===== src/rtl/dmac_wr_burst_ctrl.sv =====
// Write-burst drain engine: holds one command until the buffer holds the whole burst, then AW, W beats, B.
// Latency: accept -> FILL -> ADDR -> DATA (len+1 beats) -> RESP; done_valid is combinational on the B handshake.
// Backpressure: AW waits on awready; W passes wready straight to buf_ready; one burst outstanding at a time.
module dmac_wr_burst_ctrl #(
  parameter int ADDR_WD       = 32,
  parameter int DATA_WD       = 32,
  parameter int CHANNEL_COUNT = 8,
  parameter int MAX_BURST_LEN = 16,
  localparam int CH_WD   = (CHANNEL_COUNT > 1) ? $clog2(CHANNEL_COUNT) : 1,
  localparam int LEN_WD  = $clog2(MAX_BURST_LEN),
  localparam int STRB_WD = DATA_WD / 8
) (
  input  logic               clk,
  input  logic               rst,
  input  logic               cmd_valid,
  output logic               cmd_ready,
  input  logic [ADDR_WD-1:0] cmd_addr,
  input  logic [LEN_WD-1:0]  cmd_len,
  input  logic [CH_WD-1:0]   cmd_ch,
  input  logic [LEN_WD:0]    buf_fill_level,
  input  logic               buf_valid,
  output logic               buf_ready,
  input  logic [DATA_WD-1:0] buf_data,
  output logic               awvalid,
  input  logic               awready,
  output logic [ADDR_WD-1:0] awaddr,
  output logic [7:0]         awlen,
  output logic [2:0]         awsize,
  output logic [1:0]         awburst,
  output logic               wvalid,
  input  logic               wready,
  output logic [DATA_WD-1:0] wdata,
  output logic [STRB_WD-1:0] wstrb,
  output logic               wlast,
  input  logic               bvalid,
  output logic               bready,
  input  logic [1:0]         bresp,
  output logic               done_valid,
  output logic [CH_WD-1:0]   done_ch,
  output logic               done_err
);

  localparam logic [2:0] S_IDLE = 3'd0;
  localparam logic [2:0] S_FILL = 3'd1;
  localparam logic [2:0] S_ADDR = 3'd2;
  localparam logic [2:0] S_DATA = 3'd3;
  localparam logic [2:0] S_RESP = 3'd4;

  logic [2:0]         state_q, state_d;
  logic [ADDR_WD-1:0] addr_q, addr_d;
  logic [LEN_WD-1:0]  len_q, len_d;
  logic [CH_WD-1:0]   ch_q, ch_d;
  logic [LEN_WD-1:0]  cnt_q, cnt_d;
  logic [CH_WD-1:0]   done_ch_q, done_ch_d;
  logic               done_err_q, done_err_d;

  logic               in_data;
  logic               w_hs;
  logic               b_hs;
  logic               fill_ok;
  logic [LEN_WD:0]    need_cnt;
  logic               unused_bresp0;

  // Only SLVERR/DECERR matter for completion status; bresp[0] carries no information here.
  assign unused_bresp0 = bresp[0];

  // Comparison is one bit wider than len so a maximum-length burst demands a completely full buffer.
  assign need_cnt = {1'b0, len_q} + 1'b1;
  assign fill_ok  = (buf_fill_level >= need_cnt);

  assign in_data = (state_q == S_DATA);
  assign w_hs    = wvalid & wready;
  assign b_hs    = (state_q == S_RESP) & bvalid;

  // Next-state, command capture, beat counting and completion status capture.
  always_comb begin
    state_d    = state_q;
    addr_d     = addr_q;
    len_d      = len_q;
    ch_d       = ch_q;
    cnt_d      = cnt_q;
    done_ch_d  = done_ch_q;
    done_err_d = done_err_q;
    case (state_q)
      S_IDLE: begin
        if (cmd_valid) begin
          addr_d  = cmd_addr;
          len_d   = cmd_len;
          ch_d    = cmd_ch;
          cnt_d   = '0;
          state_d = S_FILL;
        end
      end
      S_FILL: begin
        if (fill_ok) state_d = S_ADDR;
      end
      S_ADDR: begin
        if (awready) state_d = S_DATA;
      end
      S_DATA: begin
        if (w_hs) begin
          cnt_d = cnt_q + 1'b1;
          if (wlast) state_d = S_RESP;
        end
      end
      S_RESP: begin
        if (bvalid) begin
          done_ch_d  = ch_q;
          done_err_d = bresp[1];
          state_d    = S_IDLE;
        end
      end
      default: state_d = S_IDLE;
    endcase
  end

  // State and captured-command registers; reset abandons any burst in flight.
  always_ff @(posedge clk or posedge rst) begin
    if (rst) begin
      state_q    <= S_IDLE;
      addr_q     <= '0;
      len_q      <= '0;
      ch_q       <= '0;
      cnt_q      <= '0;
      done_ch_q  <= '0;
      done_err_q <= 1'b0;
    end else begin
      state_q    <= state_d;
      addr_q     <= addr_d;
      len_q      <= len_d;
      ch_q       <= ch_d;
      cnt_q      <= cnt_d;
      done_ch_q  <= done_ch_d;
      done_err_q <= done_err_d;
    end
  end

  // cmd_ready is masked by rst so it reads low while reset is held.
  assign cmd_ready = (state_q == S_IDLE) & ~rst;

  assign awvalid = (state_q == S_ADDR);
  assign awaddr  = addr_q;
  assign awlen   = 8'(len_q);
  assign awsize  = 3'($clog2(STRB_WD));
  assign awburst = 2'b01;

  // W is a straight pass-through of the buffer read port while in DATA.
  assign wvalid    = in_data & buf_valid;
  assign buf_ready = in_data & wready;
  assign wdata     = buf_data;
  assign wstrb     = '1;
  assign wlast     = in_data & (cnt_q == len_q);

  assign bready     = (state_q == S_RESP);
  assign done_valid = b_hs;
  assign done_ch    = b_hs ? ch_q : done_ch_q;
  assign done_err   = b_hs ? bresp[1] : done_err_q;

endmodule


===== config.mk =====
export PLATFORM = sky130hd
export DESIGN_NAME = dmac_wr_burst_ctrl
export DESIGN_NICKNAME = d
export VERILOG_FILES = /design/src/rtl/dmac_wr_burst_ctrl.sv
export SDC_FILE = /design/constraint.sdc
export NUM_CORES = 1
export LEC_CHECK = 0
export BUFFER_PORTS_ARGS = -buffer_cell sky130_fd_sc_hd__buf_2
export CORE_MARGIN = 2
export CORE_UTILIZATION = 26
export CTS_BUF_LIST = sky130_fd_sc_hd__clkbuf_2
export CTS_CLUSTER_DIAMETER = 200
export DETAILED_ROUTE_END_ITERATION = 12
export GPL_TIMING_DRIVEN = 1
export MAX_ROUTING_LAYER = met4
export PLACE_DENSITY = 0.53
export SETUP_SLACK_MARGIN = 0.1
export SYNTH_ARGS = -nofsm -noshare
export SYNTH_HDL_FRONTEND = slang
export SYNTH_SLANG_ARGS = --single-unit
export TNS_END_PERCENT = 20

===== constraint.sdc =====
create_clock -name clk -period 2.6 [get_ports clk]
set_clock_uncertainty 0.2 [all_clocks]
set_input_delay 0.52 -clock clk [delete_from_list [all_inputs] [get_ports clk]]
set_output_delay 0.52 -clock clk [all_outputs]
set_load 0.1 [all_outputs]

==> metrics.md, run 1 <==
| Metric | Value |
|---|---|
| Post-place setup slack | `0.187 ns` |
| CTS sink cnt | `50` |
| Critical Path Sink Type | `primary output` |
| Status | `finished, final reports clean` |
| Layout area overhead | `24.2%` |
| Syn Area/Cell | `12.5 sq um` |
| DRT iter0 DRCs | `23` |
| CP Depth | `4` |
| Tcrit/Tclk final | `97.6%` |
| CP Data Required Time | `1.88 ns` |
| Slew headroom | `64.4%` |
| Minimum clock period | `2.54 ns` |
| Clk slew on worst S/H paths | `0.24 ns` |
| Share of post-route cells with drive strength above 1 | `59.4%` |
| RSZ-0062 raised after global routing | `yes` |
| Routability cong. | `0.683` |
| CP Buf/Inv Count | `1` |
| Ys Warns | `0` |
| Hold/Removal Path Class | `in2reg` |
| Post-detail-place hpwl | `3.93 mm` |
| Avg WL per Cell | `12.2 um` |
| Crit path max fanout | `5` |
| Antenna viol nets, final | `0` |
| Synthesized area | `2620 sq um` |
| Die height | `104 um` |
| Uppermost layer routed | `met4` |
| Synth Register Bits | `50` |
| Main synth FF type | `dfrtp_1` |
| N_diodes | `0` |
| RR Endpoint | `state_q[0]` |
| Crit Path Class | `reg2out` |
| Yosys cell types | `36` |
| Max-cap viol count | `0` |
| DIE WIDTH | `104 um` |
| Met2 WL | `2.57 mm` |
| R2r worst-path depth | `9` |
| Crit path from | `state_q[0]` |
| Sequential cell area fraction in the yosys report | `47.7%` |
| Vias | `1,736` |
| Largest family of logic cells by synthesized area | `multiplexers` |
| Drt pass-1 iters | `4` |
| Complex-gate fraction of the synthesized area | `2.82%` |
| GRT Total Usage | `9.71%` |
| Fmax | `0.394 GHz` |
| First-pass GRT wire length | `8.48 mm` |
| Post-Synth XOR/XNOR Area | `2.67%` |
| Post-Syn Instances | `209` |
| Inserted Clock Buffers | `5` |
| WP data arrival | `1.82 ns` |
| Largest cells by area after synthesis | `dfrtp_1 48%, mux2_2 16%, buf_4 13%, ha_1 3.3%, buf_6 2.6%` |
| Pins Over Slew Limit | `0` |
| Die area | `10,900 sq um` |
| Final WS setup | `0.0634 ns` |
| Reg-to-reg slack, setup | `0.22 ns` |
| Slowest CP cell | `dfrtp_1` |
| Final hold violations | `0` |
| Crit path cell chain | `nor3b_4 -> and2_4 -> mux2_4 -> buf_12` |
| Core area | `9770 sq um` |
| CP top delay family | `flip-flops` |
| Clock Tree Buf Depth | `2` |
| Least-Margin Pin Slew | `0.534 ns` |
| Adder-cell share of the synthesized area | `3.34%` |
| FILL cells | `999` |
| Simple-Gate Fraction of Synth Area | `7.16%` |
| Initial core utilization | `26.8%` |
| Buffers on Ports | `98` |
| Number of global-route vias before repair | `1,818` |
| Post-synth ARST share | `100%` |
| Max incr delay on CP | `0.47 ns` |
| Residual DRC | `0` |
| # setup viols final | `0` |
| Worst R2R Start | `len_q[0]` |
| Mux contribution to synthesized area | `19.5%` |
| Largest net degree at the start of global routing | `28` |
| CTS tree | `done` |
| Final #Nets | `379` |
| Root Driver | `clkbuf_2` |
| Vias/cell | `4.12` |
| Synth top area share | `47.7%` |
| Antenna violations before repair | `0` |
| Met3 wire len | `401 um` |
| Total Wirelength | `5.13 mm` |
| Global route total overflow | `0` |
| I/O pin cnt | `177` |
| WL met1 | `2.10 mm` |
| Insertion delay to the later sink of the worst-skew pair | `0.41 ns` |
| Worst setup path endpoint | `done_ch[1]` |
| Row cnt | `36` |
| H-tree depth | `2` |
| Biggest area consumer among synthesized cells | `dfrtp_1` |
| Number of enable flip-flop cells after synthesis | `0` |
| Worst setup SP type | `flop` |
[worst min-delay path: cells and delay by family]
family / cells / cell delay, ns
AO/OA/AOI/OAI: 1 / 0.06
buffers and inverters: 1 / 0.08
AND/OR/NAND/NOR: 1 / 0.03
[cells in the mapped netlist, types with 2 or more instances]
master	count
dfrtp_1	50
buf_4	46
mux2_2	38
ha_1	7
nand2_1	7
xor2_1	7
buf_6	6
mux2_1	6
and2_1	4
inv_1	4
nor2_1	3
nor2b_1	3
conb_1	2
nand3_1	2
nor4_1	2
o21ai_0	2
[how the worst min path moves through the flow]
stage	start	to	slack (ns)	cells after the start
after floorplan	ch_q[2]	ch_q[2]	0.26	1
after global placement	awaddr[31]	awaddr[31]	0.26	1
after detailed placement	ch_q[2]	ch_q[2]	0.28	1
after CTS	cmd_addr[7]	awaddr[7]	0.04	2
after global routing	cmd_addr[7]	awaddr[7]	0.03	2
final	cmd_len[0]	len_q[0]	0.09	3
[cell type report]
class	instances	area, sq um	area share [%]
Clock buffer	6	30.0	0.923
Clock inverter	2	37.5	1.15
Inverter	4	15.0	0.461
Multi-Input combinational cell	113	1020	31.3
Sequential cell	50	1250	38.5
Tap cell	133	166	5.11
Timing Repair Buffer	113	734	22.6
[per-layer routing]
layer / global-route usage (%) / up-vias
met2: 16.8 / 80
met1: 10.8 / 837
met3: 3.01 / 13
met5: - / -
li1: - / 806
met4: 2.70 / 0
[cell families after synthesis]
kind of cell / Yosys count
buffers and inverters: 57
DFF: 50
muxes: 45
and+or+nand+nor: 29
AOI/OAI and AO/OA: 11
xor gates and xnor gates: 8
adders and majority gates: 7
other: 2
[flip-flops by register name (all words and copies together) (netlist names)]
signal,count
cnt_q,4
ch_q,3
awaddr,32
done_ch_q,3
len_q,4
state_q,3
done_err_q,1
[per-stage QoR]
stage	util (%)	cell area (sq um)	setup TNS [ns]	hold WS (ns)	cells
2_1_floorplan	-	2720	-2.79	0.258	220
3_3_place_gp	31.6	3090	0	0.265	405
3_5_place_dp	31.6	3090	0	0.278	405
4_1_cts	33.0	3220	0	0.0421	420
5_1_grt	33.3	3250	-0.0604	0.0319	421
6_report	33.3	3250	0	0.0939	421
[placed cells by master, fill, tap and decap left out, drive strengths merged, types with 2 or more instances in the layout]
cell type | netlist | routed
nor4 | 2 | 2
nand2 | 7 | 7
inv | 4 | 4
nor2 | 3 | 3
ha | 7 | 7
o21ai | 3 | 3
mux2 | 45 | 45
and2 | 4 | 4
nor4b | 2 | 2
conb | 2 | 13
xor2 | 7 | 7
buf | 52 | 110
clkbuf | 1 | 8
nand3 | 2 | 2
nor2b | 3 | 3
dfrtp | 50 | 50
[what timing repair did]
action,4_1_cts,5_1_grt
hold buffers,1,0
pin swaps,2,4
gates resized for setup,5,10
setup buffers,6,1
setup endpoints to repair,8,10
endpoints found under the hold margin,23,0
Power of run 1 is not shown: default switching activity piles up to over one toggle a cycle in this logic, so the estimate is an artifact.
==> run 2, diff against run 1 <==
--- a/config.mk
+++ b/config.mk
@@ -5,8 +5,9 @@
 export SDC_FILE = /design/constraint.sdc
 export NUM_CORES = 1
 export LEC_CHECK = 0
+export ABC_CLOCK_PERIOD_IN_PS = 3000
 export BUFFER_PORTS_ARGS = -buffer_cell sky130_fd_sc_hd__buf_2
-export CORE_MARGIN = 2
+export CORE_MARGIN = 4
 export CORE_UTILIZATION = 26
 export CTS_BUF_LIST = sky130_fd_sc_hd__clkbuf_2
 export CTS_CLUSTER_DIAMETER = 200
==> constraint.sdc (replaced) <==
create_clock -name clk -period 3 [get_ports clk]
set_clock_uncertainty 0.2 [all_clocks]
set_input_delay 0.6 -clock clk [delete_from_list [all_inputs] [get_ports clk]]
set_output_delay 0.6 -clock clk [all_outputs]
set_load 0.1 [all_outputs]
==> run 2 against run 1 <==
Register-to-register slack better by 0.35 ns. Worst hold slack better by 0.089 ns. Utilization down 2.2 points. Non-clock buffer count decreased by 9. First-iteration DRC count is 35% higher. Clock-buffer cell count did not move. Setup slack better by 0.14 ns. Die area rose by 7.8%. Routed wire length grew 0.53%. Sequential cell count unchanged. Critical path depth is the same. Largest cell class unchanged.
==> metrics.md, run 2 (synthesis gave the netlist of run 1 again) <==
| Metric | Value |
|---|---|
| Most frequent cells in the layout | `93 x buf_2, 48 x dfrtp_1, 34 x mux2_2, 13 x conb_1, 10 x buf_4` |
| Buffers on Ports | `98` |
| Clk slew on worst S/H paths | `0.25 ns` |
| DIE WIDTH | `108 um` |
| Final hold violations | `0` |
| Largest net degree at the start of global routing | `28` |
| Share of post-route cells with drive strength above 1 | `57.7%` |
| Antenna viol nets, final | `0` |
| Crit path cell chain | `nor3b_4 -> and2_2 -> mux2_4 -> buf_4` |
| Global route total overflow | `0` |
| Utilization after layout | `31.1%` |
| I/O pin cnt | `177` |
| Core area | `9770 sq um` |
| Post-Place Cell Area | `2970 sq um` |
| Routability cong. | `0.696` |
| Commonest non-fill, non-tap cell in the layout | `buf_2` |
| Post-detail-place hpwl | `4.05 mm` |
| Crit path max fanout | `11` |
| CP Data Required Time | `2.20 ns` |
| Drt pass-1 iters | `4` |
| GRT Total Usage | `9.10%` |
| Slowest CP cell | `dfrtp_2` |
| Max reg flops | `32` |
| Die area | `11,800 sq um` |
| RSZ-0062 raised after global routing | `yes` |
| Avg WL per Cell | `12.5 um` |
| Vias/cell | `4.11` |
| Worst hold slack | `0.182 ns` |
| Vias | `1,693` |
| Pins Over Slew Limit | `0` |
| Die height | `108 um` |
| Crit Path Class | `reg2out` |
| Hold/Removal Path Class | `in2reg` |
| Antenna violations before repair | `0` |
| WP data arrival | `2.00 ns` |
| Initial core utilization | `26.8%` |
| Max incr delay on CP | `0.55 ns` |
| Residual DRC | `0` |
| # setup viols final | `0` |
| Tcrit/Tclk final | `93.3%` |
| CTS sink cnt | `50` |
| Root Driver | `clkbuf_2` |
| Total Wirelength | `5.16 mm` |
| Critical Path Sink Type | `primary output` |
| Minimum clock period | `2.80 ns` |
| Final #Nets | `370` |
| Worst setup SP type | `flop` |
| Row cnt | `36` |
| Status | `finished, final reports clean` |
| Layout area overhead | `16.1%` |
| DRT iter0 DRCs | `31` |
| Post-layout instance area | `3040 sq um` |
| Inserted Clock Buffers | `5` |
| Fmax | `0.357 GHz` |
| First-pass GRT wire length | `8.23 mm` |
| Max-cap viol count | `0` |
| Insertion delay to the later sink of the worst-skew pair | `0.40 ns` |
| N_diodes | `0` |
| CTS tree | `done` |
| H-tree depth | `2` |
| Number of global-route vias before repair | `1,730` |
| Final setup TNS | `0 ns` |
| Clock Tree Buf Depth | `2` |
## run 2: cell count changes in the layout (fill, tap and decap cells not counted), moves of 2 or more
cell / previous run / this run
and2_2: 0 / 2
clkbuf_4: 2 / 0
and2_4: 2 / 0
buf_4: 13 / 10
buf_2: 88 / 93
buf_12: 8 / 0
## run 2: metal layers
layer / GRT usage (%) / part of all wire, %
met3: 3.64 / 9.6
met2: 14.7 / 50
met4: 3.07 / 1.5
met1: 10.2 / 39
met5: - / 0
## run 2: worst paths after layout
kind / start / to / slack (ns) / cells after the start
max in group asynchronous: rst / state_q[0] / 1.28 / 4
hold reg to reg: awaddr[31] / awaddr[31] / 0.32 / 1
setup reg to reg: len_q[0] / state_q[0] / 0.57 / 8
min in group asynchronous: rst / ch_q[2] / 0.54 / 3
setup / recovery: state_q[0] / done_err / 0.20 / 4
hold / removal: cmd_addr[3] / awaddr[3] / 0.18 / 2
## run 2: through the flow
stage,setup slack (ns),std cells
3_5_place_dp,0.438,402
5_1_grt,0.0594,412
2_1_floorplan,-0.0949,220
6_report,0.201,412
4_1_cts,0.0514,411
3_3_place_gp,0.421,402
## run 2: layout make-up
cell class	count	area [sq um]
Clock buffer	6	30.0
Clock inverter	2	8.76
Fill cell	1036	6730
Inverter	4	15.0
Multi-Input combinational cell	113	1020
Sequential cell	50	1250
Tap cell	133	166
Timing Repair Buffer	104	551
## run 2: worst max-delay path: cells and delay by family, from the launching register on
| family | cells | cell delay [ns] |
|---|---|---|
| flops | 1 | 0.55 |
| simple gates | 2 | 0.49 |
| mux | 1 | 0.33 |
| buf+inv | 1 | 0.24 |
## run 2: repair_timing
action | in CTS | in global routing
hold buffers | 1 | 0
hold endpoints to repair | 23 | 0
setup endpoints to repair | 6 | 6
setup buffers | 0 | 1
resized for setup | 8 | 1
pin swaps | 0 | 1
Power of run 2 is left out for the same reason.
